--- src/rtl/usart_cfg_pkg.sv ---
// Shared definitions for the USART clock-configuration controller:
// register addresses, CTRL/MODE bit positions, FSM state encoding and
// the packed mode-bit record passed between the register file and the top.
package usart_cfg_pkg;

    localparam logic [1:0] ADDR_UBRRL = 2'd0;
    localparam logic [1:0] ADDR_UBRRH = 2'd1;
    localparam logic [1:0] ADDR_CTRL  = 2'd2;
    localparam logic [1:0] ADDR_MODE  = 2'd3;

    localparam int unsigned CTRL_TXEN_BIT  = 3;
    localparam int unsigned CTRL_RXEN_BIT  = 4;
    localparam int unsigned CTRL_BUSY_BIT  = 6;
    localparam int unsigned CTRL_ABORT_BIT = 7;

    localparam int unsigned MODE_UCPOL_BIT   = 0;
    localparam int unsigned MODE_U2X_BIT     = 1;
    localparam int unsigned MODE_DDR_XCK_BIT = 2;
    localparam int unsigned MODE_UMSEL_BIT   = 6;

    typedef enum logic [1:0] {
        ST_IDLE   = 2'd0,
        ST_DRAIN  = 2'd1,
        ST_APPLY  = 2'd2,
        ST_SETTLE = 2'd3
    } cfg_state_e;

    typedef struct packed {
        logic umsel;
        logic ddr_xck;
        logic u2x;
        logic ucpol;
    } mode_t;

endpackage

--- src/rtl/usart_clk_cfg_ctrl_if.sv ---
// Host register bus of the USART clock-configuration controller.
//   i_wr_en  : single-cycle write strobe
//   i_addr   : register select (UBRRL, UBRRH, CTRL, MODE)
//   i_wdata  : write data
//   o_rdata  : combinational readback of the addressed register
interface usart_clk_cfg_ctrl_if;

    logic       i_wr_en;
    logic [1:0] i_addr;
    logic [7:0] i_wdata;
    logic [7:0] o_rdata;

    modport master (output i_wr_en, output i_addr, output i_wdata, input o_rdata);
    modport slave  (input i_wr_en, input i_addr, input i_wdata, output o_rdata);

endinterface

--- src/rtl/usart_cfg_regfile.sv ---
// Host-side register file: address decode, UBRRH temp register, shadow
// divisor/enable/mode registers, readback mux and the update-request flag.
//   i_clk, i_rst_n   : clock, asynchronous active-low reset
//   bus              : host register bus (slave side)
//   i_cfg_busy       : FSM-not-idle flag, reflected in CTRL readback
//   i_cfg_abort      : sticky drain-timeout flag, reflected in CTRL readback
//   i_req_clr        : request clear from the commit step
//   o_shadow_ubrr    : shadow divisor
//   o_shadow_mode    : shadow mode bits
//   o_txen_src/o_rxen_src : shadow enables including a CTRL write this cycle
//   o_req, o_req_set : pending request, and a request being raised this cycle
//   o_abort_clr      : CTRL write-1-to-clear of the abort flag
module usart_cfg_regfile
    import usart_cfg_pkg::*;
(
    input  logic                       i_clk,
    input  logic                       i_rst_n,
    usart_clk_cfg_ctrl_if.slave        bus,
    input  logic                       i_cfg_busy,
    input  logic                       i_cfg_abort,
    input  logic                       i_req_clr,
    output logic [11:0]                o_shadow_ubrr,
    output mode_t                      o_shadow_mode,
    output logic                       o_txen_src,
    output logic                       o_rxen_src,
    output logic                       o_req,
    output logic                       o_req_set,
    output logic                       o_abort_clr
);

    logic [3:0]  r_ubrr_tmp;
    logic [11:0] r_shadow_ubrr;
    logic        r_txen;
    logic        r_rxen;
    mode_t       r_mode;
    logic        r_req;

    logic w_wr_ubrrl, w_wr_ubrrh, w_wr_ctrl, w_wr_mode;
    logic w_unused_wdata5;

    assign w_wr_ubrrl = bus.i_wr_en && (bus.i_addr == ADDR_UBRRL);
    assign w_wr_ubrrh = bus.i_wr_en && (bus.i_addr == ADDR_UBRRH);
    assign w_wr_ctrl  = bus.i_wr_en && (bus.i_addr == ADDR_CTRL);
    assign w_wr_mode  = bus.i_wr_en && (bus.i_addr == ADDR_MODE);
    assign w_unused_wdata5 = bus.i_wdata[5];

    assign o_req_set   = w_wr_ubrrl || w_wr_mode;
    assign o_abort_clr = w_wr_ctrl && bus.i_wdata[CTRL_ABORT_BIT];

    // Enables as they will stand after this cycle, so a CTRL write in the
    // same cycle as an enable load is not lost.
    assign o_txen_src = w_wr_ctrl ? bus.i_wdata[CTRL_TXEN_BIT] : r_txen;
    assign o_rxen_src = w_wr_ctrl ? bus.i_wdata[CTRL_RXEN_BIT] : r_rxen;

    assign o_shadow_ubrr = r_shadow_ubrr;
    assign o_shadow_mode = r_mode;
    assign o_req         = r_req;

    always_ff @(posedge i_clk or negedge i_rst_n) begin
        if (!i_rst_n) begin
            r_ubrr_tmp    <= '0;
            r_shadow_ubrr <= '0;
            r_txen        <= 1'b0;
            r_rxen        <= 1'b0;
            r_mode        <= '0;
            r_req         <= 1'b0;
        end else begin
            if (w_wr_ubrrh) r_ubrr_tmp <= bus.i_wdata[3:0];
            if (w_wr_ubrrl) r_shadow_ubrr <= {r_ubrr_tmp, bus.i_wdata};
            if (w_wr_ctrl) begin
                r_txen <= bus.i_wdata[CTRL_TXEN_BIT];
                r_rxen <= bus.i_wdata[CTRL_RXEN_BIT];
            end
            if (w_wr_mode) begin
                r_mode.umsel   <= bus.i_wdata[MODE_UMSEL_BIT];
                r_mode.ddr_xck <= bus.i_wdata[MODE_DDR_XCK_BIT];
                r_mode.u2x     <= bus.i_wdata[MODE_U2X_BIT];
                r_mode.ucpol   <= bus.i_wdata[MODE_UCPOL_BIT];
            end
            // A new request outranks the clear issued by the commit step.
            if (o_req_set)      r_req <= 1'b1;
            else if (i_req_clr) r_req <= 1'b0;
        end
    end

    always_comb begin
        bus.o_rdata = '0;
        case (bus.i_addr)
            ADDR_UBRRL: bus.o_rdata = r_shadow_ubrr[7:0];
            ADDR_UBRRH: bus.o_rdata = {4'h0, r_shadow_ubrr[11:8]};
            ADDR_CTRL: begin
                bus.o_rdata[CTRL_TXEN_BIT]  = r_txen;
                bus.o_rdata[CTRL_RXEN_BIT]  = r_rxen;
                bus.o_rdata[CTRL_BUSY_BIT]  = i_cfg_busy;
                bus.o_rdata[CTRL_ABORT_BIT] = i_cfg_abort;
            end
            ADDR_MODE: begin
                bus.o_rdata[MODE_UMSEL_BIT]   = r_mode.umsel;
                bus.o_rdata[MODE_DDR_XCK_BIT] = r_mode.ddr_xck;
                bus.o_rdata[MODE_U2X_BIT]     = r_mode.u2x;
                bus.o_rdata[MODE_UCPOL_BIT]   = r_mode.ucpol;
            end
        endcase
    end

endmodule

--- src/rtl/usart_clk_cfg_ctrl.sv ---
// USART baud/clock-mode configuration controller. Host writes land in
// shadow registers; an FSM waits for TX/RX to drain (bounded by a timeout),
// commits the shadow values with a one-cycle reload pulse, then holds the
// TX/RX enables low for a settle window before restoring them.
//   i_clk, i_rst_n        : clock, asynchronous active-low reset
//   bus                   : host register bus (slave side)
//   i_tx_busy, i_rx_busy  : transmitter / receiver activity
//   o_ubrr, o_ubrrl_new   : active divisor and reload pulse
//   o_umsel..o_ddr_xck    : active mode bits
//   o_txen, o_rxen        : gated enables
//   o_cfg_busy            : FSM not idle
//   o_cfg_abort           : sticky drain-timeout flag
module usart_clk_cfg_ctrl
    import usart_cfg_pkg::*;
#(
    parameter int unsigned SETTLE_CYCLES = 4,
    parameter int unsigned DRAIN_TIMEOUT = 4096
) (
    input  logic                i_clk,
    input  logic                i_rst_n,
    usart_clk_cfg_ctrl_if.slave bus,
    input  logic                i_tx_busy,
    input  logic                i_rx_busy,
    output logic [11:0]         o_ubrr,
    output logic                o_ubrrl_new,
    output logic                o_umsel,
    output logic                o_ucpol,
    output logic                o_u2x,
    output logic                o_ddr_xck,
    output logic                o_txen,
    output logic                o_rxen,
    output logic                o_cfg_busy,
    output logic                o_cfg_abort
);

    localparam logic [15:0] DRAIN_LAST  = 16'(DRAIN_TIMEOUT - 1);
    localparam logic [7:0]  SETTLE_LAST = 8'(SETTLE_CYCLES - 1);

    cfg_state_e  r_state, w_next;
    logic [15:0] r_drain_cnt;
    logic [7:0]  r_settle_cnt;

    logic [11:0] w_shadow_ubrr;
    mode_t       w_shadow_mode;
    logic        w_txen_src, w_rxen_src;
    logic        w_req, w_req_set, w_abort_clr, w_abort_set, w_req_any;

    usart_cfg_regfile u_regfile (
        .i_clk         (i_clk),
        .i_rst_n       (i_rst_n),
        .bus           (bus),
        .i_cfg_busy    (o_cfg_busy),
        .i_cfg_abort   (o_cfg_abort),
        .i_req_clr     (r_state == ST_APPLY),
        .o_shadow_ubrr (w_shadow_ubrr),
        .o_shadow_mode (w_shadow_mode),
        .o_txen_src    (w_txen_src),
        .o_rxen_src    (w_rxen_src),
        .o_req         (w_req),
        .o_req_set     (w_req_set),
        .o_abort_clr   (w_abort_clr)
    );

    // A request raised this very cycle counts, so a write in IDLE puts the
    // FSM in DRAIN on the same edge that latches the request.
    assign w_req_any = w_req || w_req_set;

    always_comb begin
        w_next      = r_state;
        w_abort_set = 1'b0;
        case (r_state)
            ST_IDLE:  if (w_req_any) w_next = ST_DRAIN;
            ST_DRAIN: begin
                if (!i_tx_busy && !i_rx_busy) begin
                    w_next = ST_APPLY;
                end else if (r_drain_cnt == DRAIN_LAST) begin
                    w_next      = ST_APPLY;
                    w_abort_set = 1'b1;
                end
            end
            ST_APPLY:  w_next = ST_SETTLE;
            ST_SETTLE: if (r_settle_cnt == SETTLE_LAST) w_next = w_req_any ? ST_DRAIN : ST_IDLE;
            default:   w_next = ST_IDLE;
        endcase
    end

    always_ff @(posedge i_clk or negedge i_rst_n) begin
        if (!i_rst_n) begin
            r_state      <= ST_IDLE;
            r_drain_cnt  <= '0;
            r_settle_cnt <= '0;
            o_ubrr       <= '0;
            o_ubrrl_new  <= 1'b0;
            o_umsel      <= 1'b0;
            o_ucpol      <= 1'b0;
            o_u2x        <= 1'b0;
            o_ddr_xck    <= 1'b0;
            o_txen       <= 1'b0;
            o_rxen       <= 1'b0;
            o_cfg_busy   <= 1'b0;
            o_cfg_abort  <= 1'b0;
        end else begin
            r_state      <= w_next;
            r_drain_cnt  <= (r_state == ST_DRAIN)  ? r_drain_cnt + 16'd1 : '0;
            r_settle_cnt <= (r_state == ST_SETTLE) ? r_settle_cnt + 8'd1 : '0;
            o_ubrrl_new  <= (w_next == ST_APPLY);
            o_cfg_busy   <= (w_next != ST_IDLE);

            if (r_state == ST_APPLY) begin
                o_ubrr    <= w_shadow_ubrr;
                o_umsel   <= w_shadow_mode.umsel;
                o_ucpol   <= w_shadow_mode.ucpol;
                o_u2x     <= w_shadow_mode.u2x;
                o_ddr_xck <= w_shadow_mode.ddr_xck;
            end

            // Enables: forced low through APPLY/SETTLE, reloaded on SETTLE
            // exit, tracking shadow while idle, frozen during DRAIN.
            if (w_next == ST_APPLY || w_next == ST_SETTLE) begin
                o_txen <= 1'b0;
                o_rxen <= 1'b0;
            end else if ((r_state == ST_IDLE && w_next == ST_IDLE) || r_state == ST_SETTLE) begin
                o_txen <= w_txen_src;
                o_rxen <= w_rxen_src;
            end

            if (w_abort_set)      o_cfg_abort <= 1'b1;
            else if (w_abort_clr) o_cfg_abort <= 1'b0;
        end
    end

endmodule

--- src/flat_wrapper.sv ---
// flat-port wrapper written by rule: the top's interface ports become plain ports
module usart_clk_cfg_ctrl_flat import usart_cfg_pkg::*;
#(
    parameter int unsigned SETTLE_CYCLES = 4,
    parameter int unsigned DRAIN_TIMEOUT = 4096
)
  (i_clk, i_rst_n, i_tx_busy, i_rx_busy, o_ubrr, o_ubrrl_new, o_umsel, o_ucpol, o_u2x, o_ddr_xck, o_txen, o_rxen, o_cfg_busy, o_cfg_abort, bus_i_wr_en, bus_i_addr, bus_i_wdata, bus_o_rdata);
  usart_clk_cfg_ctrl_if bus_i ();
  input  logic i_clk;
  input  logic i_rst_n;
  input  logic i_tx_busy;
  input  logic i_rx_busy;
  output logic [11:0] o_ubrr;
  output logic o_ubrrl_new;
  output logic o_umsel;
  output logic o_ucpol;
  output logic o_u2x;
  output logic o_ddr_xck;
  output logic o_txen;
  output logic o_rxen;
  output logic o_cfg_busy;
  output logic o_cfg_abort;
  input wire logic [$bits(bus_i.i_wr_en)-1:0] bus_i_wr_en;
  input wire logic [$bits(bus_i.i_addr)-1:0] bus_i_addr;
  input wire logic [$bits(bus_i.i_wdata)-1:0] bus_i_wdata;
  output wire logic [$bits(bus_i.o_rdata)-1:0] bus_o_rdata;
  assign bus_i.i_wr_en = bus_i_wr_en;
  assign bus_i.i_addr = bus_i_addr;
  assign bus_i.i_wdata = bus_i_wdata;
  assign bus_o_rdata = bus_i.o_rdata;
  usart_clk_cfg_ctrl #(.SETTLE_CYCLES(SETTLE_CYCLES), .DRAIN_TIMEOUT(DRAIN_TIMEOUT)) u_core (.i_clk(i_clk), .i_rst_n(i_rst_n), .bus(bus_i), .i_tx_busy(i_tx_busy), .i_rx_busy(i_rx_busy), .o_ubrr(o_ubrr), .o_ubrrl_new(o_ubrrl_new), .o_umsel(o_umsel), .o_ucpol(o_ucpol), .o_u2x(o_u2x), .o_ddr_xck(o_ddr_xck), .o_txen(o_txen), .o_rxen(o_rxen), .o_cfg_busy(o_cfg_busy), .o_cfg_abort(o_cfg_abort));
endmodule
--- config.mk ---
export PLATFORM = sky130hd
export DESIGN_NAME = usart_clk_cfg_ctrl_flat
export DESIGN_NICKNAME = d
export VERILOG_FILES = /design/src/rtl/usart_cfg_pkg.sv /design/src/rtl/usart_clk_cfg_ctrl_if.sv /design/src/rtl/usart_cfg_regfile.sv /design/src/rtl/usart_clk_cfg_ctrl.sv /design/src/flat_wrapper.sv
export SDC_FILE = /design/constraint.sdc
export NUM_CORES = 1
export LEC_CHECK = 0
export BUFFER_PORTS_ARGS = -buffer_cell sky130_fd_sc_hd__buf_2
export CAP_MARGIN = 40
export CORE_UTILIZATION = 35
export DETAILED_ROUTE_END_ITERATION = 8
export SYNTH_ARGS = -nofsm -noshare
export SYNTH_HDL_FRONTEND = slang
export SYNTH_SLANG_ARGS = --single-unit
--- constraint.sdc ---
create_clock -name i_clk -period 2.1 [get_ports i_clk]
set_input_delay 0.105 -clock i_clk [delete_from_list [all_inputs] [get_ports i_clk]]
set_output_delay 0.105 -clock i_clk [all_outputs]
set_load 0.005 [all_outputs]
== Word level (Yosys, flattened, before mapping) ==
Cells that the tools add are included.

* Bits in registers: 70
* Input bits: 15
* Output and inout port bits: 29

* Mux-type cells: 26
* Reduce and logical (&&, ||, !) cells: 20
* Add/sub/neg operators: 2
* Eq/ne operators: 10

{| class="wikitable"
|+ Operator list
! kind !! number
|-
| $add A16 B1 Y16 const B || 1
|-
| $eq A16 B12 Y1 const B || 1
|-
| $mux W16 || 1
|-
| $mux W1 || 15
|-
| $eq A2 B2 Y1 const B || 6
|-
| $pmux W3 S3 || 1
|-
| $add A8 B1 Y8 const B || 1
|-
| $eq A8 B2 Y1 const B || 1
|-
| $mux W2 || 4
|-
| $mux W8 || 1
|-
| $pmux W2 S4 || 1
|-
| $reduce_bool A2 Y1 || 4
|-
| $logic_and A1 B1 Y1 || 7
|-
| $logic_not A2 Y1 || 3
|-
| $pmux W2 S3 || 1
|-
| $eq A2 B1 Y1 const B || 2
|-
| $logic_or A1 B1 Y1 || 4
|-
| $pmux W1 S4 || 1
|-
| $logic_not A1 Y1 || 2
|-
| $pmux W1 S2 || 1
|}

== Logic depth before layout (Yosys ltp) ==
Gate-level depths: netlist of the first run.

* Word-level depth: 12
* Gate-level depth with buffers: 6

== Modules after synthesis ==
Synthesis of the first run repeated with hierarchy kept, for this count alone.

* Cell total of the unflattened synthesis: 248
* Area, all modules: 3148.0 µm²

{| class="wikitable"
|+ Modules (own cells, without submodules)
! module !! cells an instance !! area each (µm²) !! sequential area each (µm²) !! times used
|-
| usart_clk_cfg_ctrl || 168 || 2020.7 || 1176.1 || 1
|-
| usart_cfg_regfile || 80 || 1127.3 || 575.6 || 1
|}

== Worst setup path before layout of the first run ==
OpenSTA, ideal clock, no wires.

* Kind: register to register
* From: register u_core.r_drain_cnt[0]
* To: register u_core.r_drain_cnt[14]
* Slack: 482 ps
* Path buffers: 0
* Stages on the path, launching flop included: 6
* Arrival: 1541 ps
* Library setup time: 78 ps
* Cell sequence: dfrtp_1 ha_1 nand4_1 or2_2 or3_1 a21oi_1

* Word-level cells in the longest chain between the ends: 2

{| class="wikitable"
|+ Ends and longest elaborated chain
! what !! RTL line !! source
|-
| start, declared || usart_clk_cfg_ctrl.sv:40 || <nowiki>logic [15:0] r_drain_cnt;</nowiki>
|-
| start signal, assigned || usart_clk_cfg_ctrl.sv:104 || <nowiki>r_drain_cnt <= (r_state == ST_DRAIN) ? r_drain_cnt + 16'd1 : '0;</nowiki>
|-
| $add A16 B1 Y16 || usart_clk_cfg_ctrl.sv:104 ||
|-
| $mux W16 || usart_clk_cfg_ctrl.sv:104 ||
|}

Every way passes these cells.
A chain may end at the register's enable or synchronous reset.

== Worst setup path in the final report of the first run ==
* From: register u_core.r_drain_cnt[0]
* To: register u_core.o_rxen

* Word-level cells in the longest chain between the ends: 8

{| class="wikitable"
|+ Ends and longest elaborated chain
! what !! RTL line !! source
|-
| $eq A16 B12 Y1 (*) || usart_clk_cfg_ctrl.sv:76 || <nowiki>end else if (r_drain_cnt == DRAIN_LAST) begin</nowiki>
|-
| $mux W2 (*) || usart_clk_cfg_ctrl.sv:76 ||
|-
| $mux W2 (*) || usart_clk_cfg_ctrl.sv:74 || <nowiki>if (!i_tx_busy && !i_rx_busy) begin</nowiki>
|-
| $pmux W2 S4 (*) || usart_clk_cfg_ctrl.sv:71 || <nowiki>case (r_state)</nowiki>
|-
| via u_core.w_next[1] || usart_clk_cfg_ctrl.sv:39 || <nowiki>cfg_state_e r_state, w_next;</nowiki>
|-
| $logic_not A2 Y1 || usart_clk_cfg_ctrl.sv:122 || <nowiki>end else if ((r_state == ST_IDLE && w_next == ST_IDLE) || r_state == ST_SETTLE) begin</nowiki>
|-
| $logic_and A1 B1 Y1 || usart_clk_cfg_ctrl.sv:122 ||
|-
| $logic_or A1 B1 Y1 || usart_clk_cfg_ctrl.sv:122 ||
|-
| $reduce_bool A2 Y1 (no source line) || -- ||
|-
| end signal, assigned || usart_clk_cfg_ctrl.sv:124 || <nowiki>o_rxen <= w_rxen_src;</nowiki>
|-
| end, declared || usart_clk_cfg_ctrl.sv:31 || <nowiki>output logic o_rxen,</nowiki>
|}

The timed path passes the listed nets; every way through them passes the cells marked *.

==> results of run 1 <==
per-stage QoR:
step	cell area, um2	cells
4_1_cts	3613	410
3_3_place_gp	3426	393
5_1_grt	3613	410
3_5_place_dp	3426	393
6_report	3613	410
2_1_floorplan	3069	249
sequential cells by signal, summed over array words and instances (netlist names):
register and flops:
u_core.o_cfg_abort 1, u_core.o_cfg_busy 1, u_core.o_ddr_xck 1, u_core.o_rxen 1
u_core.o_txen 1, u_core.o_u2x 1, u_core.o_ubrr 12, u_core.o_ubrrl_new 1
u_core.o_ucpol 1, u_core.o_umsel 1, u_core.r_drain_cnt 16, u_core.r_settle_cnt 8
u_core.r_state 2, u_core.u_regfile.o_req 1, u_core.u_regfile.o_shadow_mode 4, u_core.u_regfile.o_shadow_ubrr 12
u_core.u_regfile.r_rxen 1, u_core.u_regfile.r_txen 1, u_core.u_regfile.r_ubrr_tmp 4
logic make-up after synthesis:
family | synth area share
AND/OR/NAND/NOR | 0.1443
flip-flops | 0.5707
multiplexers | 0.1692
AO/OA/AOI/OAI | 0.04363
XOR/XNOR | 0.04851
buffers and inverters | 0.01549
adder cells (fa/ha/maj) | 0.008152
cells in the mapped netlist, types with 2 or more instances:
cell / n / share of area
nand3b_1: 3 / 0.0073
nand4_1: 2 / 0.0041
or3_1: 4 / 0.0082
o2bb2ai_1: 3 / 0.0086
dfrtp_1: 70 / 0.57
nand3_1: 9 / 0.015
and3_1: 3 / 0.0061
mux2i_1: 8 / 0.026
or4_1: 3 / 0.0073
mux2_2: 39 / 0.14
nor3_1: 4 / 0.0065
inv_1: 4 / 0.0049
and2_1: 5 / 0.010
ha_1: 2 / 0.0082
clkbuf_1: 5 / 0.0061
xor2_1: 6 / 0.017
nand2b_1: 2 / 0.0041
xnor2_1: 11 / 0.031
nand2_1: 7 / 0.0086
nor4_1: 4 / 0.0082
a21oi_1: 4 / 0.0065
o21ai_0: 6 / 0.0098
nor2b_1: 2 / 0.0041
buf_2: 2 / 0.0033
nor2_1: 26 / 0.032
worst paths after layout:
check / startpoint / end / slack, ps / cells after the start
max: u_core.r_drain_cnt[0]$_DFF_PN0_ / u_core.o_rxen$_DFFE_PN0P_ / 300 / 5
min reg2reg: u_core.r_settle_cnt[0]$_DFF_PN0_ / u_core.r_settle_cnt[0]$_DFF_PN0_ / 450 / 1
max in group asynchronous: i_rst_n / u_core.o_rxen$_DFFE_PN0P_ / 1470 / 3
min: bus_i_wdata[6] / u_core.u_regfile.o_shadow_mode[3]$_DFFE_PN0P_ / 30 / 2
min in group asynchronous: i_rst_n / u_core.o_ubrr[2]$_DFFE_PN0P_ / 340 / 3
max reg2reg: u_core.r_drain_cnt[0]$_DFF_PN0_ / u_core.o_rxen$_DFFE_PN0P_ / 300 / 5
routing by layer:
metal	part of all wire	vias up	GRT usage
li1	-	984	-
met1	0.50	1025	0.1982
met2	0.44	42	0.2113
met3	0.032	12	0.02472
met4	0.024	0	0.08582
met5	0	-	0
power groups by stage:
| stage | registers, mW | logic (mW) | clock network, mW |
|---|---|---|---|
| 2_1_floorplan | 1.88 | 0.571 | 0 |
| 3_3_place_gp | 1.93 | 0.913 | 0 |
| 3_5_place_dp | 1.93 | 0.928 | 0 |
| 4_1_cts | 1.91 | 0.935 | 0.972 |
| 5_1_grt | 1.95 | 1.02 | 1.03 |
| 6_report | 1.91 | 0.915 | 0.953 |
worst max-delay path: cells and delay by family (launching register included):
family	cells	cell delay (ps)
and+or+nand+nor	3	790
DFF	1	390
AOI/OAI and AO/OA	1	280
adders and majority gates	1	220
layout make-up:
class,instances,area [um2],share of cell area
clock inverters,1,5.005,0.001385
repair buffers,49,277.8,0.07687
clock buffers,14,162.7,0.04501
multi-input cells,167,1270,0.3515
inverters,4,15.01,0.004155
flip-flops and latches,70,1752,0.4848
well taps,105,131.4,0.03636
==> impl_metrics.csv, run 1 <==
group,metric,value,unit
clock_network,clk_pin_slew,70,ps
global_route,grt_pass1_vias,2075,
place,gp_congestion,0.7824,
critical_path,cp_slowest_stage_delay,510,ps
sta,setup_ws,295.0,ps
die,ios,44,
clock_network,numCtsBuffers,9,
sta,setup_viol,0,
pwr,finalPower,3.777,mW
finish,area_delta_synth_final,17.73,%
sta,fin_hold_ws,28.21,ps
die,start_util,0.3680,
detailed_routing,viasPerCell,5.032,
yosys,synth.distinct_cells,40,
sta,tns,0,ps
yosys,ys_seq_elements,70,
outcome,status,"complete, no violations",
sta,period_share,0.8595,
finish,final_cell_mix,"70 x dfrtp_1, 43 x buf_2, 39 x mux2_2, 26 x nor2_1",
critical_path,startpoint_type,"flop",
clock_network,cts.path.max_buffers,2,
sta,hold_viol,0,
worst_hold_path,hold_class,"input pin to flop",
critical_path,cp-end-kind,"flop",
critical_path,cp.arrival,2030,ps
pwr,clkPwrFrac,0.252,
detailed_routing,routedWlPerCell,14.65,um
detailed_routing,drc_errors,0,
detailed_routing,postRouteAntennaNets,0,
critical_path,cp.required,2320,ps
detailed_routing,wl,6008,um
yosys,seq_area_frac_synth,0.5707,
finish,fill_cells,808,
sta,slew_headroom,0.6896,
critical_path,worstPathCellList,"ha_1 > nand4_1 > nor4_1 > a221o_1 > nor2_1",
pwr,p_comb_frac,0.242,
flow_run,drv_cap,0,
clock_network,clockRootBuffer,"clkbuf_8",
yosys,synth-main-ff-cell,"dfrtp_1",
yosys,yosys_warnings,0,
place,dp_hpwl,4111,um
finish,fin_util,0.4332,
detailed_routing,vias,2063,
yosys,synthArstFlopShare,1.000,
die,die_w,95.65,um
global_route,grt_pass1_wl,9873,um
pwr,seqPwrFrac,0.505,
finish,final_nets,318,
pwr,p_leak,1.610,nW
sta,worst_pin_slew,461.3,ps
yosys,synth_nets,266,
place,place_ws,266.9,ps
detailed_routing,drtPass1Iterations,4,
clock_network,cts_hold_buf,2,
place,numPortBuffers,43,
yosys,synth-edff-count,0,
yosys,synthCells,249,
critical_path,worst-setup-path-type,"flop to flop",
clock_network,htreeDepth,3,
die,rows,33,
clock_network,ctsResizeCount,0,
critical_path,critPathSlowestCell,"nor4_1",
yosys,syn-cell-area,3069,um2
pwr,cell_internal_pwr,2.668,mW
finish,drive_above_1_share,0.3377,
clock_network,cts_tree,"built",
clock_network,postCtsSetupBuffers,0,
global_route,grt_max_degree,71,
sta,fmax,554.0,MHz
pwr,power_density,1045,nW/um2
detailed_routing,drt_iter0_markers,59,
sta,skew,6.591,ps
clock_network,insertion_delay,330,ps
finish,diodes,0,
global_route,antenna_found_initial,0,
die,dieArea,9148,um2
pwr,vdd_drop_max,0.3577,mV
sta,slew_violations,0,
clock_network,cts_sinks,70,
die,fp.coreArea,8341,um2
sta,period_needed,1805,ps
finish,final_common_cell,"dfrtp_1",
die,die_h,95.65,um
yosys,syn_avg_cell_area,12.33,um2
pwr,swShare,0.2937,
global_route,track_usage,0.1439,
global_route,grt_overflow_total,0,
critical_path,path_max_fanout,5,
pwr,switchingPower,1.109,mW
sta,rsz0062_at_grt,"no",
Power figures use the tool's default switching activity.
==> run 2: changes to the inputs <==
--- a/config.mk
+++ b/config.mk
@@ -7,8 +7,10 @@
 export LEC_CHECK = 0
 export BUFFER_PORTS_ARGS = -buffer_cell sky130_fd_sc_hd__buf_2
 export CAP_MARGIN = 40
-export CORE_UTILIZATION = 35
+export CORE_UTILIZATION = 56
+export CTS_CLUSTER_DIAMETER = 150
 export DETAILED_ROUTE_END_ITERATION = 8
+export PLACE_DENSITY = 0.78
 export SYNTH_ARGS = -nofsm -noshare
 export SYNTH_HDL_FRONTEND = slang
 export SYNTH_SLANG_ARGS = --single-unit
==> constraint.sdc (replaced) <==
create_clock -name i_clk -period 1.9 [get_ports i_clk]
set_input_delay 0.095 -clock i_clk [delete_from_list [all_inputs] [get_ports i_clk]]
set_output_delay 0.095 -clock i_clk [all_outputs]
set_load 0.005 [all_outputs]
==> impl_metrics.csv, run 2 (synthesized netlist as in run 1, its figures left out) <==
group,metric,value,unit
outcome,status,"complete, no violations",
critical_path,critical_path_buf_inv_count,0,
clock_network,cts_sinks,70,
finish,largest_register,"u_core.r_drain_cnt",
detailed_routing,drt_iter0_markers,122,
pwr,power_density,1142,nW/um2
detailed_routing,postRouteAntennaNets,0,
clock_network,clk_pin_slew,70,ps
sta,rsz0062_at_grt,"yes",
critical_path,reg2reg_slack,140,ps
die,dieArea,5781,um2
finish,final_common_cell,"dfrtp_1",
finish,diodes,0,
place,placed_cell_area,3405,um2
critical_path,cp.required,2130,ps
detailed_routing,viasPerCell,5.489,
die,fp.coreArea,5205,um2
detailed_routing,vias,2075,
finish,area_delta_synth_final,17.08,%
finish,largest_reg_flops,16,
clock_network,htreeDepth,3,
finish,fill_cells,397,
critical_path,path_max_fanout,4,
critical_path,worst-setup-path-type,"flop to flop",
detailed_routing,drc_errors,0,
critical_path,cp_slowest_stage_delay,510,ps
die,rows,26,
global_route,antenna_found_initial,0,
global_route,grt_pass1_wl,10050,um
clock_network,cts.path.max_buffers,2,
critical_path,critical-path-top-delay-family,"simple AND/OR/NAND/NOR gates",
die,die_w,76.03,um
global_route,grt_pass1_vias,2137,
critical_path,r2r_start,"u_core.r_drain_cnt[0]$_DFF_PN0_",
pwr,vdd_drop_max,0.7762,mV
finish,design_area,3593,um2
die,start_util,0.5897,
place,dp_hpwl,4229,um
critical_path,critPathSlowestCell,"nor4_1",
critical_path,cp-end-kind,"flop",
global_route,track_usage,0.2262,
place,place_ws,109.2,ps
sta,setup_ws,135.3,ps
flow_run,drv_cap,0,
detailed_routing,wl,5828,um
detailed_routing,routedWlPerCell,15.42,um
sta,setup_viol,0,
worst_hold_path,hold_path_startpoint,"bus_i_wdata[4]",
place,gp_congestion,0.8238,
global_route,grt_max_degree,31,
sta,skew,9.592,ps
clock_network,clockRootBuffer,"clkbuf_8",
clock_network,cts_tree,"built",
worst_hold_path,hold_depth,2,
critical_path,timing.rr.end,"u_core.o_rxen$_DFFE_PN0P_",
clock_network,insertion_delay,340,ps
critical_path,worstPathCellList,"ha_1 > nand4_1 > nor4_1 > a221o_1 > nor2_1",
die,ios,44,
place,numPortBuffers,43,
sta,slew_violations,0,
critical_path,startpoint_type,"flop",
die,die_h,76.03,um
worst_hold_path,hold_class,"input pin to flop",
sta,slew_headroom,0.6559,
detailed_routing,drtPass1Iterations,4,
sta,hold_viol,0,
finish,drive_above_1_share,0.3506,
clock_network,numCtsBuffers,9,
critical_path,r2r.worst_path.cells,5,
sta,period_share,0.9288,
worst_hold_path,min_to,"u_core.u_regfile.o_shadow_ubrr[4]$_DFFE_PN0P_",
finish,final_cell_mix,"70 x dfrtp_1, 43 x buf_2, 39 x mux2_2, 26 x nor2_1, 11 x xnor2_1",
sta,fmax,566.7,MHz
global_route,grt_overflow_total,0,
finish,final_nets,322,
sta,worst_pin_slew,516.2,ps
pwr,p_leak,1.626,nW
pwr,finalPower,4.105,mW
sta,period_needed,1765,ps
critical_path,cp.arrival,1990,ps
[run 2: cell count changes in the layout (fill, tap and decap cells not counted), sizes merged]
| cell | delta |
|---|---|
| clkbuf | -2 |
| clkinv | +1 |
| buf | +4 |
[run 2: stage by stage]
stage / instances / hold WS [ps] / TNS, ps / util
finish: 378 / 11.82 / 0 / 0.6904
global placement: 361 / 87.55 / 0 / 0.6541
global route: 378 / 13.65 / -2.245 / 0.6904
detailed placement: 361 / 95.48 / 0 / 0.6541
CTS: 377 / 6.165 / 0 / 0.6877
floorplan: 249 / -200.6 / 0 / -
[run 2: layout make-up]
class	instances	area [um2]	share of cell area
tap	70	87.58	0.02437
timing repair buffer	53	307.8	0.08565
clock buffer	12	145.1	0.04039
multi-input combinational	167	1276	0.3552
inverter	4	15.01	0.004178
clock inverter	2	10.01	0.002786
sequential	70	1752	0.4875
[run 2: report_power, final]
| group | switching [mW] | total (mW) | internal [mW] |
|---|---|---|---|
| sequential | 0.247 | 2.10 | 1.86 |
| combinational | 0.459 | 1.02 | 0.560 |
| clock | 0.491 | 0.982 | 0.491 |
| total | 1.20 | 4.11 | 2.91 |
[run 2: repair_timing]
| action | 4_1_cts | 5_1_grt |
|---|---|---|
| endpoints found under the hold margin | 22 | 0 |
| resized for setup | 0 | 1 |
| hold buffers | 2 | 0 |
| setup buffers | 0 | 1 |
| endpoints found under the setup margin | 0 | 5 |
[run 2: worst max path at each step]
stage	from	end	slack [ps]	cells past startpoint
global placement	u_core.r_drain_cnt[0]$_DFF_PN0_	u_core.o_rxen$_DFFE_PN0P_	170	5
CTS	u_core.r_drain_cnt[0]$_DFF_PN0_	u_core.o_rxen$_DFFE_PN0P_	100	5
detailed placement	u_core.r_drain_cnt[0]$_DFF_PN0_	u_core.o_rxen$_DFFE_PN0P_	110	5
finish	u_core.r_drain_cnt[0]$_DFF_PN0_	u_core.o_rxen$_DFFE_PN0P_	140	5
global route	u_core.r_drain_cnt[0]$_DFF_PN0_	u_core.o_txen$_DFFE_PN0P_	-2	5
floorplan	u_core.r_drain_cnt[0]$_DFF_PN0_	u_core.r_drain_cnt[14]$_DFF_PN0_	280	5
[run 2: worst reg2reg max path: cells and delay by family (launching register included)]
family	cells	cell delay, ps
compound gates	1	290
fa+ha+maj	1	220
flops	1	400
simple gates	3	750
[run 2: routing by layer]
metal / track usage / up-vias / share of wire
li1: - / 991 / -
met1: 0.3194 / 1031 / 0.50
met2: 0.3445 / 40 / 0.45
met3: 0.04311 / 13 / 0.031
met4: 0.09808 / 0 / 0.018
met5: 0 / - / 0
